==> src/rtl/data_mem_arbiter.sv <==
// Two-master round-robin arbiter and sequencer for the single-port data memory
// and its I/O window (display / button / switches at the top three addresses).
module data_mem_arbiter #(
   parameter int N        = 8,
   parameter int M        = 8,
   parameter int LOCK_MAX = 4
) (
   input  logic         clk,
   input  logic         rst_n,
   input  logic         m0_req,
   input  logic         m1_req,
   input  logic         m0_we,
   input  logic         m1_we,
   input  logic [M-1:0] m0_addr,
   input  logic [M-1:0] m1_addr,
   input  logic [N-1:0] m0_wdata,
   input  logic [N-1:0] m1_wdata,
   input  logic         m0_lock,
   input  logic         m1_lock,
   output logic         m0_gnt,
   output logic         m1_gnt,
   output logic [N-1:0] m0_rdata,
   output logic [N-1:0] m1_rdata,
   output logic         m0_rvalid,
   output logic         m1_rvalid,
   output logic [M-1:0] mem_Addr,
   output logic [N-1:0] mem_WriteData,
   output logic         mem_WE,
   input  logic [N-1:0] mem_ReadData,
   output logic [1:0]   owner,
   output logic         io_err
);

   typedef enum logic [1:0] {
      IDLE = 2'b00,
      OWN0 = 2'b01,
      OWN1 = 2'b10
   } state_t;

   localparam int CW = $clog2(LOCK_MAX + 1);

   state_t         state;
   state_t         oth_state;
   logic           last;
   logic [CW-1:0]  cnt;

   logic           own_req;
   logic           own_we;
   logic           own_lock;
   logic           oth_req;
   logic [M-1:0]   own_addr;
   logic [N-1:0]   own_wdata;
   logic           ro_hit;
   logic           acc;
   logic           lock_ok;
   logic           hold;

   always_comb begin
      // NOTE: every signal gets a default before the case so no path infers a latch.
      own_req   = 1'b0;
      own_we    = 1'b0;
      own_lock  = 1'b0;
      oth_req   = 1'b0;
      own_addr  = '0;
      own_wdata = '0;
      case (state)
         OWN0: begin
            own_req   = m0_req;
            own_we    = m0_we;
            own_lock  = m0_lock;
            oth_req   = m1_req;
            own_addr  = m0_addr;
            own_wdata = m0_wdata;
         end
         OWN1: begin
            own_req   = m1_req;
            own_we    = m1_we;
            own_lock  = m1_lock;
            oth_req   = m0_req;
            own_addr  = m1_addr;
            own_wdata = m1_wdata;
         end
         default: ;
      endcase
   end

   // Button and switches are read-only; the display just below them is writable.
   assign ro_hit    = &own_addr[M-1:1];
   assign acc       = own_req & rst_n;
   assign oth_state = (state == OWN0) ? OWN1 : OWN0;
   assign lock_ok   = (int'(cnt) + 1) < LOCK_MAX;
   assign hold      = own_req & (~oth_req | (own_lock & lock_ok));

   assign m0_gnt        = acc & (state == OWN0);
   assign m1_gnt        = acc & (state == OWN1);
   assign mem_Addr      = own_addr;
   assign mem_WriteData = own_wdata;
   assign mem_WE        = acc & own_we & ~ro_hit;
   assign owner         = state;

   always_ff @(posedge clk) begin
      // NOTE: sequential state is assigned non-blocking so every register samples pre-edge values.
      if (!rst_n) begin
         state     <= IDLE;
         last      <= 1'b1;
         cnt       <= '0;
         m0_rvalid <= 1'b0;
         m1_rvalid <= 1'b0;
         m0_rdata  <= '0;
         m1_rdata  <= '0;
         io_err    <= 1'b0;
      end else begin
         m0_rvalid <= m0_gnt & ~m0_we;
         m1_rvalid <= m1_gnt & ~m1_we;
         if (m0_gnt && !m0_we) m0_rdata <= mem_ReadData;
         if (m1_gnt && !m1_we) m1_rdata <= mem_ReadData;
         io_err <= acc & own_we & ro_hit;

         case (state)
            IDLE: begin
               cnt <= '0;
               if (m0_req && m1_req) state <= last ? OWN0 : OWN1;
               else if (m0_req)      state <= OWN0;
               else if (m1_req)      state <= OWN1;
            end
            default: begin
               if (hold) begin
                  if (cnt != CW'(LOCK_MAX)) cnt <= cnt + 1'b1;
               end else begin
                  // Leaving a tenure: remember who had it so the next tie goes the other way.
                  state <= oth_req ? oth_state : IDLE;
                  cnt   <= '0;
                  last  <= (state == OWN1);
               end
            end
         endcase
      end
   end

endmodule

==> config.mk <==
export PLATFORM = sky130hd
export DESIGN_NAME = data_mem_arbiter
export DESIGN_NICKNAME = d
export VERILOG_FILES = /design/src/rtl/data_mem_arbiter.sv
export SDC_FILE = /design/constraint.sdc
export NUM_CORES = 1
export LEC_CHECK = 0
export CORE_MARGIN = 3
export CORE_UTILIZATION = 35
export DETAILED_ROUTE_END_ITERATION = 12
export PLACE_DENSITY = 0.85
export SLEW_MARGIN = 20
export SYNTH_ARGS = -nofsm -noshare
export SYNTH_HDL_FRONTEND = slang
export SYNTH_SLANG_ARGS = --single-unit
==> constraint.sdc <==
create_clock -name clk -period 1.85 [get_ports clk]
set_input_delay 0.37 -clock clk [delete_from_list [all_inputs] [get_ports clk]]
set_output_delay 0.37 -clock clk [all_outputs]
set_load 0.05 [all_outputs]
Word-level counts from Yosys, hierarchy flattened --
Cells that the tools add are included.
Operators by class: reductions and logical operators 10, $add $sub $neg 2, mux-type cells 14, eq/ne operators 5, bitwise operators 18, $lt $le $gt $ge 1
Operators by type and width (number):
- 8-bit one-hot mux with 2 select lines | 2
- 2-bit two-way mux | 8
- 1-bit bitwise AND | 10
- 1-bit one-hot mux with 2 select lines | 4
- 1-bit NOT | 7
- 7-bit AND reduction | 1
- 3-bit by 1-bit adder with 4-bit output (second input constant) | 1
- 4-bit by 3-bit less-than comparator with 1-bit output (second input constant) | 1
- 4-bit != test (second input constant) | 1
- 2-bit AND reduction | 2
- 3-bit by 1-bit adder with 3-bit output (second input constant) | 1
- 1-bit logical AND | 3
- 3-bit != test (second input constant) | 1
- 3-bit OR reduction | 1
- 2-bit by 1-bit equality test with 1-bit output (second input constant) | 1
- 2-bit equality test (second input constant) | 1
- 1-bit logical NOT | 2
- 2-bit logical NOT | 1
- 2-bit by 1-bit != test with 1-bit output (second input constant) | 1
- 1-bit bitwise OR | 1
Storage, ports and cells: output and inout bits 40, register bits 25

Longest topological paths before layout --
Gate-level depths: netlist (run 1).
word-level depth 7, depth in mapped cells 8, mapped depth without buffers 7

Least setup slack after synthesis (run 1) --
No wires, ideal clock.
path type register to output, from register state[0] (netlist: owner[0]), to output mem_WE, cell stages (with the launch flop) 7, buffers on the path 0, data required time 1.480 ns, slack -1.338 ns, arrival time 2.818 ns, path through dfxtp_1 inv_1 ha_1 nand3_1 nor2_1 a22oi_1 nor2_1
Between the ends: word-level cells in the longest chain between the ends 5
Ends and longest elaborated chain:
- start: declaration | RTL line 42 | state_t state;
- start signal: assignment | RTL line 122 | if (m0_req && m1_req) state <= last ? OWN0 : OWN1;
- start signal: assignment | RTL line 131 | state <= oth_req ? oth_state : IDLE;
- 2-bit equality test or 2-bit by 1-bit equality test with 1-bit output (tied branches) | RTL line 66 | case (state)
- 8-bit one-hot mux with 2 select lines or 1-bit one-hot mux with 2 select lines (tied branches) | RTL line 66
- 7-bit AND reduction or 1-bit bitwise AND (tied branches) | RTL line 88, 89
- 1-bit NOT or 1-bit bitwise AND (tied branches) | RTL line 98 | assign mem_WE = acc & own_we & ~ro_hit;
- 1-bit bitwise AND (*) | RTL line 98
- end: declaration | RTL line 28 | output logic mem_WE,
Every way passes the cells marked *; elsewhere a longest branch is shown, timed or not.

Final worst setup path (run 1) --
from register state[1] (netlist: owner[1]), to output mem_WE
Same word-level chain as after synthesis.

==> summary.txt, run 1 <==
Status
  • Run status: complete, but fails checks
  • Failing checks: setup timing

Timing
  • Slew margin rel.: 63.8%
  • Highest attainable clock frequency: 0.437 GHz
  • Sum of negative setup slack: -5550 ps
  • Worst-case setup margin in the final layout: -439 ps
  • Crit share post-route: 124%
  • Setup-failing EPs final: 31
  • Worst slew pin tran: 542 ps
  • Final Slew Violations: 0
  • Hold violation count in the final report: 0
  • Clk_skew: 4.02 ps
  • RSZ-0062 raised after global routing: true
  • Period minus WS final: 2290 ps

GRT
  • Wire length of the first global-routing pass: 10400 microns
  • Antenna violations before repair: 1
  • Total gr overflow: 0
  • Largest net degree at the start of global routing: 23
  • Via count of the first global-routing pass: 1992
  • Global-route usage over all layers: 25.2%

Power and ir drop
  • Clk pwr share: 15.8%
  • Worst VDD drop: 579 uV
  • Lkg Pwr: 1.38 nW
  • Power spent charging and discharging nets: 0.747 mW
  • Gate power share: 57.0%
  • Internal cell power: 1.34 mW
  • Sw frac: 35.7%
  • PD cells: 594 nW/um^2
  • Sequential group share of total power: 27.2%

Yosys
  • Synthesis warning total: 0
  • Seq/Total Area, Yosys: 32.3%
  • Top area cells in the synthesized netlist: sky130_fd_sc_hd__dfxtp_1 (32%), sky130_fd_sc_hd__nor2b_1 (14%), sky130_fd_sc_hd__mux2i_1 (11%)
  • Most frequent cell after synthesis: sky130_fd_sc_hd__nor2b_1
  • Top cells by count, synth: sky130_fd_sc_hd__nor2b_1 (35), sky130_fd_sc_hd__dfxtp_1 (25), sky130_fd_sc_hd__a22oi_1 (17), sky130_fd_sc_hd__mux2i_1 (17)
  • Number of synthesized register bits: 25
  • Proportion of register bits with asynchronous set or reset after synthesis: 0%
  • Number of synthesized flops with an enable pin: 0
  • Cells after synthesis: 173
  • Mean cell area of the mapped netlist: 8.95 sq um
  • Most common flop cell mapped by yosys: sky130_fd_sc_hd__dfxtp_1
  • Net count of the mapped netlist: 226
  • Top cell type's share of synthesized area: 32.3%
  • Largest area contributor in the netlist: sky130_fd_sc_hd__dfxtp_1
  • Count of cell types in the netlist: 33
  • Area of the mapped netlist: 1550 sq um

Clocking
  • Clock buffer count from CTS: 3
  • Clock tree from TritonCTS: yes
  • CTS sink cnt: 25
  • Number of hold-repair buffers added at the cts stage: 0
  • CTS clk-pin slew, worst paths: 90 ps
  • CTS Root Buffer Type: sky130_fd_sc_hd__clkbuf_8
  • CTS max path bufs: 2
  • Worst skew pair latency: 270 ps
  • Maximum level of the CTS H-tree: 1

Floorplan
  • Number of top-level design ports: 88
  • Floorplan die area: 5260 sq um
  • Area of the core region: 4140 sq um
  • Chip height: 72.5 microns
  • Initial Utilization: 37.4%
  • Floorplan row count: 23
  • Horiz. Die Dim: 72.5 microns

Hold path
  • Min-delay src: cnt[1]$_SDFFE_PP0P_
  • Terminating pin of the worst hold path: cnt[1]$_SDFFE_PP0P_
  • Worst hold path class: register to register
  • Number of cells traversed by the worst hold path: 2

Routing
  • Detail-routed via count per cell: 5.59
  • Total length of routed wires: 7780 microns
  • Drt drc: 0
  • Pre-Repair DR Iteration Count: 4
  • Iteration-0 DRC Markers: 190
  • Total via count in the routed design: 1983
  • Final antenna-violating net count: 0
  • Routed wire per std cell: 21.9 microns

Setup path
  • Worst r2r path cells: 9
  • Critical Path End Type: output pin
  • Startpoint of the lowest-slack register-to-register path: owner[1]$_SDFFE_PN0P_
  • Worst reg2reg endpoint: m1_rdata[1]$_SDFFE_PN0P_
  • Startpoint type of the worst setup path: register
  • CP Data Required Time: 1480 ps
  • Data arrival at the endpoint of the critical path: 1920 ps
  • Biggest fanout along the worst timing path: 8
  • Reg-to-reg slack, setup: -160 ps
  • Worst setup path class: register to output pin

Layout
  • Post-route design area: 3520 sq um
  • Fraction of final layout cells with drive strength greater than 1: 49.3%
  • Synthesis-to-finish area growth: 127%
  • Total Nets Final: 358

Job
  • Max-cap check violation count: 0

Place
  • Final estimated routing congestion in global placement: 0.863
  • HPWL after detailed placement: 4350 microns
  • Area after detailed placement: 3000 sq um
  • Number of buffers added on ports: 87
[flip-flops by register name (all words and copies together) (netlist names)]
signal,count
m0_rvalid,1
cnt,3
m1_rvalid,1
m0_rdata,8
m1_rdata,8
owner,2
last,1
io_err,1
[area by class of cell]
| class | count | area [sq um] |
|---|---|---|
| clock buffer | 3 | 41.3 |
| antenna | 1 | 2.50 |
| sequential | 25 | 508 |
| clock inverter | 1 | 5.00 |
| fill | 177 | 624 |
| inverter | 6 | 27.5 |
| timing repair buffer | 140 | 1540 |
| multi-input combinational | 129 | 1330 |
| tap | 50 | 62.6 |
[per-stage QoR]
step | worst slack (ps) | instances | utilization [%] | power [mW] | hold slack, ps
2_1_floorplan | -161 | 173 | - | 1.06 | 471
3_3_place_gp | -333 | 333 | 72.4 | 1.44 | 495
3_5_place_dp | -418 | 333 | 72.4 | 1.46 | 508
4_1_cts | -347 | 346 | 79.1 | 1.94 | 530
5_1_grt | -555 | 355 | 84.9 | 2.17 | 554
6_report | -439 | 355 | 84.9 | 2.09 | 523
[how the worst max path moves through the flow]
stage	cells after the start	end	from	slack, ps
final	9	mem_WE	owner[1]$_SDFFE_PN0P_	-440
after global routing	8	mem_WE	owner[1]$_SDFFE_PN0P_	-560
after CTS	9	mem_WE	owner[1]$_SDFFE_PN0P_	-350
after detailed placement	7	mem_WE	m1_addr[1]	-420
after global placement	7	mem_WE	m1_addr[1]	-330
after floorplan	6	mem_WE	owner[0]$_SDFFE_PN0P_	-160
[routing by layer]
layer	track usage [%]	vias up	wire length [microns]
met3	3.46	29	417
met1	29.7	968	2950
met2	45.5	95	4120
met4	10.0	0	286
li1	-	891	-
met5	0	-	0
[timing repair]
action | CTS | global route
pin swaps | 21 | 17
resized for setup | 47 | 39
buffers inserted | 7 | 12
cloned | 2 | 0
setup endpoints to repair | 29 | 36
[cell usage in the layout (no fill, tap or decap), drive strengths merged, types with 4 or more instances in the layout]
master,synthesis,routed
mux2i,17,17
clkdlybuf4s50,0,41
buf,8,83
nand3,4,4
nand2,7,7
ha,5,5
dlygate4sd2,0,9
dlymetal6s2s,0,7
a22o,8,8
a22oi,17,17
inv,6,6
dfxtp,25,25
a32oi,4,4
a21oi,4,4
nor2b,36,36
[cells by family after synthesis]
kind of cell	after synthesis	share of synthesized area [%]
adder cells (fa/ha/maj)	5	4.04
AND/OR/NAND/NOR	62	23.8
AO/OA/AOI/OAI	44	22.1
buffers and inverters	19	6.14
multiplexers	17	11.0
XOR/XNOR	1	0.566
flip-flops	25	32.3
[critical path, cell delays in order, from the launching register on]
cell and delay, ps:
sky130_fd_sc_hd__dfxtp_4 370, sky130_fd_sc_hd__inv_4 70, sky130_fd_sc_hd__ha_4 120, sky130_fd_sc_hd__buf_6 130, sky130_fd_sc_hd__buf_6 120, sky130_fd_sc_hd__a32oi_4 100, sky130_fd_sc_hd__nor4_2 340, sky130_fd_sc_hd__buf_4 190
sky130_fd_sc_hd__nor2_4 40, sky130_fd_sc_hd__buf_8 160
[power groups by stage]
stage                     logic (mW)  registers (mW)  clock network, mW
after floorplan                0.446           0.609                  0
after global placement         0.864           0.578                  0
after detailed placement       0.881           0.579                  0
after CTS                       1.04           0.566              0.332
after global routing            1.24           0.570              0.358
final                           1.19           0.568              0.331
Note: power is estimated with default switching activity, not from simulation.
==> run 2: changes to the inputs <==
--- a/config.mk
+++ b/config.mk
@@ -9,7 +9,6 @@
 export CORE_UTILIZATION = 35
 export DETAILED_ROUTE_END_ITERATION = 12
 export PLACE_DENSITY = 0.85
-export SLEW_MARGIN = 20
 export SYNTH_ARGS = -nofsm -noshare
 export SYNTH_HDL_FRONTEND = slang
 export SYNTH_SLANG_ARGS = --single-unit
==> results of run 2 <==
No change in the layout: final DEF, timing and power equal those of run 1.
==> run 3: changes to the inputs <==
--- a/config.mk
+++ b/config.mk
@@ -5,10 +5,12 @@
 export SDC_FILE = /design/constraint.sdc
 export NUM_CORES = 1
 export LEC_CHECK = 0
+export CELL_PAD_IN_SITES_DETAIL_PLACEMENT = 1
+export CELL_PAD_IN_SITES_GLOBAL_PLACEMENT = 1
 export CORE_MARGIN = 3
-export CORE_UTILIZATION = 35
+export CORE_UTILIZATION = 29
 export DETAILED_ROUTE_END_ITERATION = 12
-export PLACE_DENSITY = 0.85
+export PLACE_DENSITY = 0.95
 export SYNTH_ARGS = -nofsm -noshare
 export SYNTH_HDL_FRONTEND = slang
 export SYNTH_SLANG_ARGS = --single-unit
==> constraint.sdc (replaced) <==
create_clock -name clk -period 2.8 [get_ports clk]
set_input_delay 0.56 -clock clk [delete_from_list [all_inputs] [get_ports clk]]
set_output_delay 0.56 -clock clk [all_outputs]
set_load 0.05 [all_outputs]
==> run 3 against run 2 <==
The run now ends clean. Register-to-register slack better by 800 ps. Clock skew up 3.3 ps. Final cell count down 7.9%. Design area down 21%. Die area up 19%. Flip-flop and latch count unchanged. Worst setup slack better by 560 ps. Non-clock buffer count down 44. Global-route usage down 7.0 points. First-iteration DRC count down 61%. Critical endpoint unchanged. Largest cell class unchanged. Highest routed layer unchanged.
==> summary.txt, run 3 (synthesis gave the netlist of run 1 again) <==
Status
  • Run status: finished clean

Setup path
  • Slowest library cell on the worst path: sky130_fd_sc_hd__clkdlybuf4s50_1
  • Critical Path End Type: output pin
  • Buf+Inv Stages, Crit Path: 2 (-3)
  • Slowest Stage Delay on Critical Path: 510 ps (+140 ps)
  • Startpoint type of the worst setup path: primary input
  • Data arrival at the endpoint of the critical path: 2120 ps (+200 ps)
  • Cell chain of the critical path: clkdlybuf4s50_1 > and2_1 > o2111a_2 > a22oi_1 > nor2_2 > buf_12
  • Family with the most delay on the worst path: buffers and inverters
  • CP Data Required Time: 2240 ps (+760 ps)
  • Worst setup path class: primary input to output pin
  • Biggest fanout along the worst timing path: 5 (-3)

GRT
  • Global-route usage over all layers: 18.2% (-7.0 points)
  • Via count of the first global-routing pass: 1790 (-10%)
  • Wire length of the first global-routing pass: 9090 microns (-13%)
  • Total gr overflow: 0 (unchanged)
  • Largest net degree at the start of global routing: 23 (unchanged)
  • Antenna violations before repair: 0 (-1)

Timing
  • Highest attainable clock frequency: 0.373 GHz
  • RSZ-0062 raised after global routing: false
  • Crit share post-route: 95.7%
  • Slew margin rel.: 64.2% (+0.44 points)
  • Hold violation count in the final report: 0 (unchanged)
  • Setup-failing EPs final: 0 (-100%)
  • Worst slew pin tran: 535 ps (-7.42 ps)
  • Worst hold margin: 524 ps (+0.984 ps)
  • Clk_skew: 7.27 ps (+3.25 ps)
  • Final Slew Violations: 0 (unchanged)
  • Period minus WS final: 2680 ps

Clocking
  • CTS sink cnt: 25 (unchanged)
  • Number of hold-repair buffers added at the cts stage: 0 (unchanged)
  • Post-CTS Setup Inserts: 0 (-7)
  • Worst skew pair latency: 270 ps (about the same)
  • Maximum level of the CTS H-tree: 1 (unchanged)
  • Clock tree from TritonCTS: yes
  • CTS Root Buffer Type: sky130_fd_sc_hd__clkbuf_8
  • CTS clk-pin slew, worst paths: 90 ps (about the same)
  • CTS max path bufs: 2 (unchanged)
  • Post_cts resized: 1 (-98%)
  • Clock buffer count from CTS: 3 (unchanged)

Routing
  • Drt drc: 0 (unchanged)
  • Detail-routed via count per cell: 4.96 (-11%)
  • Iteration-0 DRC Markers: 74 (-61%)
  • Final antenna-violating net count: 0 (unchanged)
  • Total via count in the routed design: 1621 (-18%)
  • Pre-Repair DR Iteration Count: 4 (unchanged)
  • Routed wire per std cell: 17.4 microns (-20%)
  • Total length of routed wires: 5700 microns (-27%)

Layout
  • Top Registers: m0_rdata (8), m1_rdata (8), cnt (3)
  • Synthesis-to-finish area growth: 80.0%
  • Final core utilization: 56.4% (-29 points)
  • Final instance count without filler cells: 327 (-7.9%)
  • Post-route design area: 2790 sq um (-21%)
  • Ant. Diodes: 0 (-1)
  • Leading cell type in the layout, fill and taps excluded: sky130_fd_sc_hd__clkdlybuf4s50_1
  • Total Nets Final: 314 (-12%)
  • Commonest cells after routing, fill and taps aside: sky130_fd_sc_hd__clkdlybuf4s50_1 (68), sky130_fd_sc_hd__nor2b_1 (25), sky130_fd_sc_hd__dfxtp_1 (25), sky130_fd_sc_hd__buf_12 (19)
  • Fraction of final layout cells with drive strength greater than 1: 20.4% (-29 points)

Floorplan
  • Floorplan die area: 6250 sq um (+19%)
  • Initial Utilization: 31.3% (-6.0 points)
  • Floorplan row count: 25 (+8.7%)
  • Chip height: 79.1 microns (+9.0%)
  • Area of the core region: 4940 sq um (+19%)
  • Horiz. Die Dim: 79.1 microns (+9.0%)
  • Number of top-level design ports: 88 (unchanged)

Power and ir drop
  • Lkg Pwr: 0.938 nW (-32%)
  • Design Power: 1.08 mW (-48%)
  • PD cells: 389 nW/um^2 (-35%)
  • Worst VDD drop: 292 uV (-50%)

Job
  • Max-cap check violation count: 0 (unchanged)

Place
  • Number of buffers added on ports: 87 (unchanged)
  • Area after detailed placement: 2720 sq um (-9.2%)
  • DP Cell Count: 323 (-3.0%)
  • HPWL after detailed placement: 4800 microns (+10%)
  • Final estimated routing congestion in global placement: 0.816 (-5.5%)

Hold path
  • Worst hold path class: register to register
-- run 3: changes by cell type in the layout (fill, tap and decap cells not counted), moves of 15 or more --
cell                              previous run  this run
sky130_fd_sc_hd__clkdlybuf4s50_1            41        68
sky130_fd_sc_hd__a22oi_2                    17         0
sky130_fd_sc_hd__nor2b_4                    16         1
sky130_fd_sc_hd__buf_6                      16         0
sky130_fd_sc_hd__buf_4                      44         9
sky130_fd_sc_hd__a22oi_1                     0        17
-- run 3: per-stage QoR --
stage / TNS [ps] / setup slack, ps
CTS: 0 / 86.6
floorplan: -98.1 / -98.1
finish: 0 / 122
global placement: 0 / 205
global route: 0 / 13.9
detailed placement: 0 / 126
-- run 3: worst paths after layout --
kind | startpoint | endpoint | slack (ps) | depth (start not counted)
worst min-delay path | cnt[1]$_SDFFE_PP0P_ | cnt[1]$_SDFFE_PP0P_ | 520 | 2
worst max register to register | owner[1]$_SDFFE_PN0P_ | m1_rdata[0]$_SDFFE_PN0P_ | 640 | 7
worst min register to register | cnt[1]$_SDFFE_PP0P_ | cnt[1]$_SDFFE_PP0P_ | 520 | 2
worst max-delay path | m0_req | mem_WE | 120 | 6
-- run 3: cell type report --
cell class | count | area, sq um
well taps | 67 | 83.8
inverters | 6 | 22.5
repair buffers | 96 | 1130
fillers | 566 | 2150
flip-flops and latches | 25 | 500
multi-input cells | 129 | 1000
clock buffers | 3 | 41.3
clock inverters | 1 | 7.51
-- run 3: power by group --
group	leakage [nW]	total, mW	switching [mW]	internal, mW
registers	0.202	0.373	0.00776	0.365
logic	0.714	0.493	0.251	0.242
clock network	0.0217	0.218	0.117	0.101
total	0.938	1.08	0.376	0.708
-- run 3: metal layers --
layer  GRT usage, %  wire length (microns)  vias up  part of all wire, %
met2           37.2                   3260       43                   57
met5              0                      0        -                    0
met3           2.83                    286        4                  5.0
li1               -                      -      794                    -
met4           3.95                     60        0                  1.1
met1           19.0                   2100      780                   37
-- run 3: worst register-to-register path, stage by stage, from the launching register on --
cell                       delay [ps]
sky130_fd_sc_hd__dfxtp_1          350
sky130_fd_sc_hd__inv_1            110
sky130_fd_sc_hd__ha_2             400
sky130_fd_sc_hd__and2_1           240
sky130_fd_sc_hd__o2111a_2         260
sky130_fd_sc_hd__nor2b_4          380
sky130_fd_sc_hd__mux2i_1          250
sky130_fd_sc_hd__nor2b_1           70
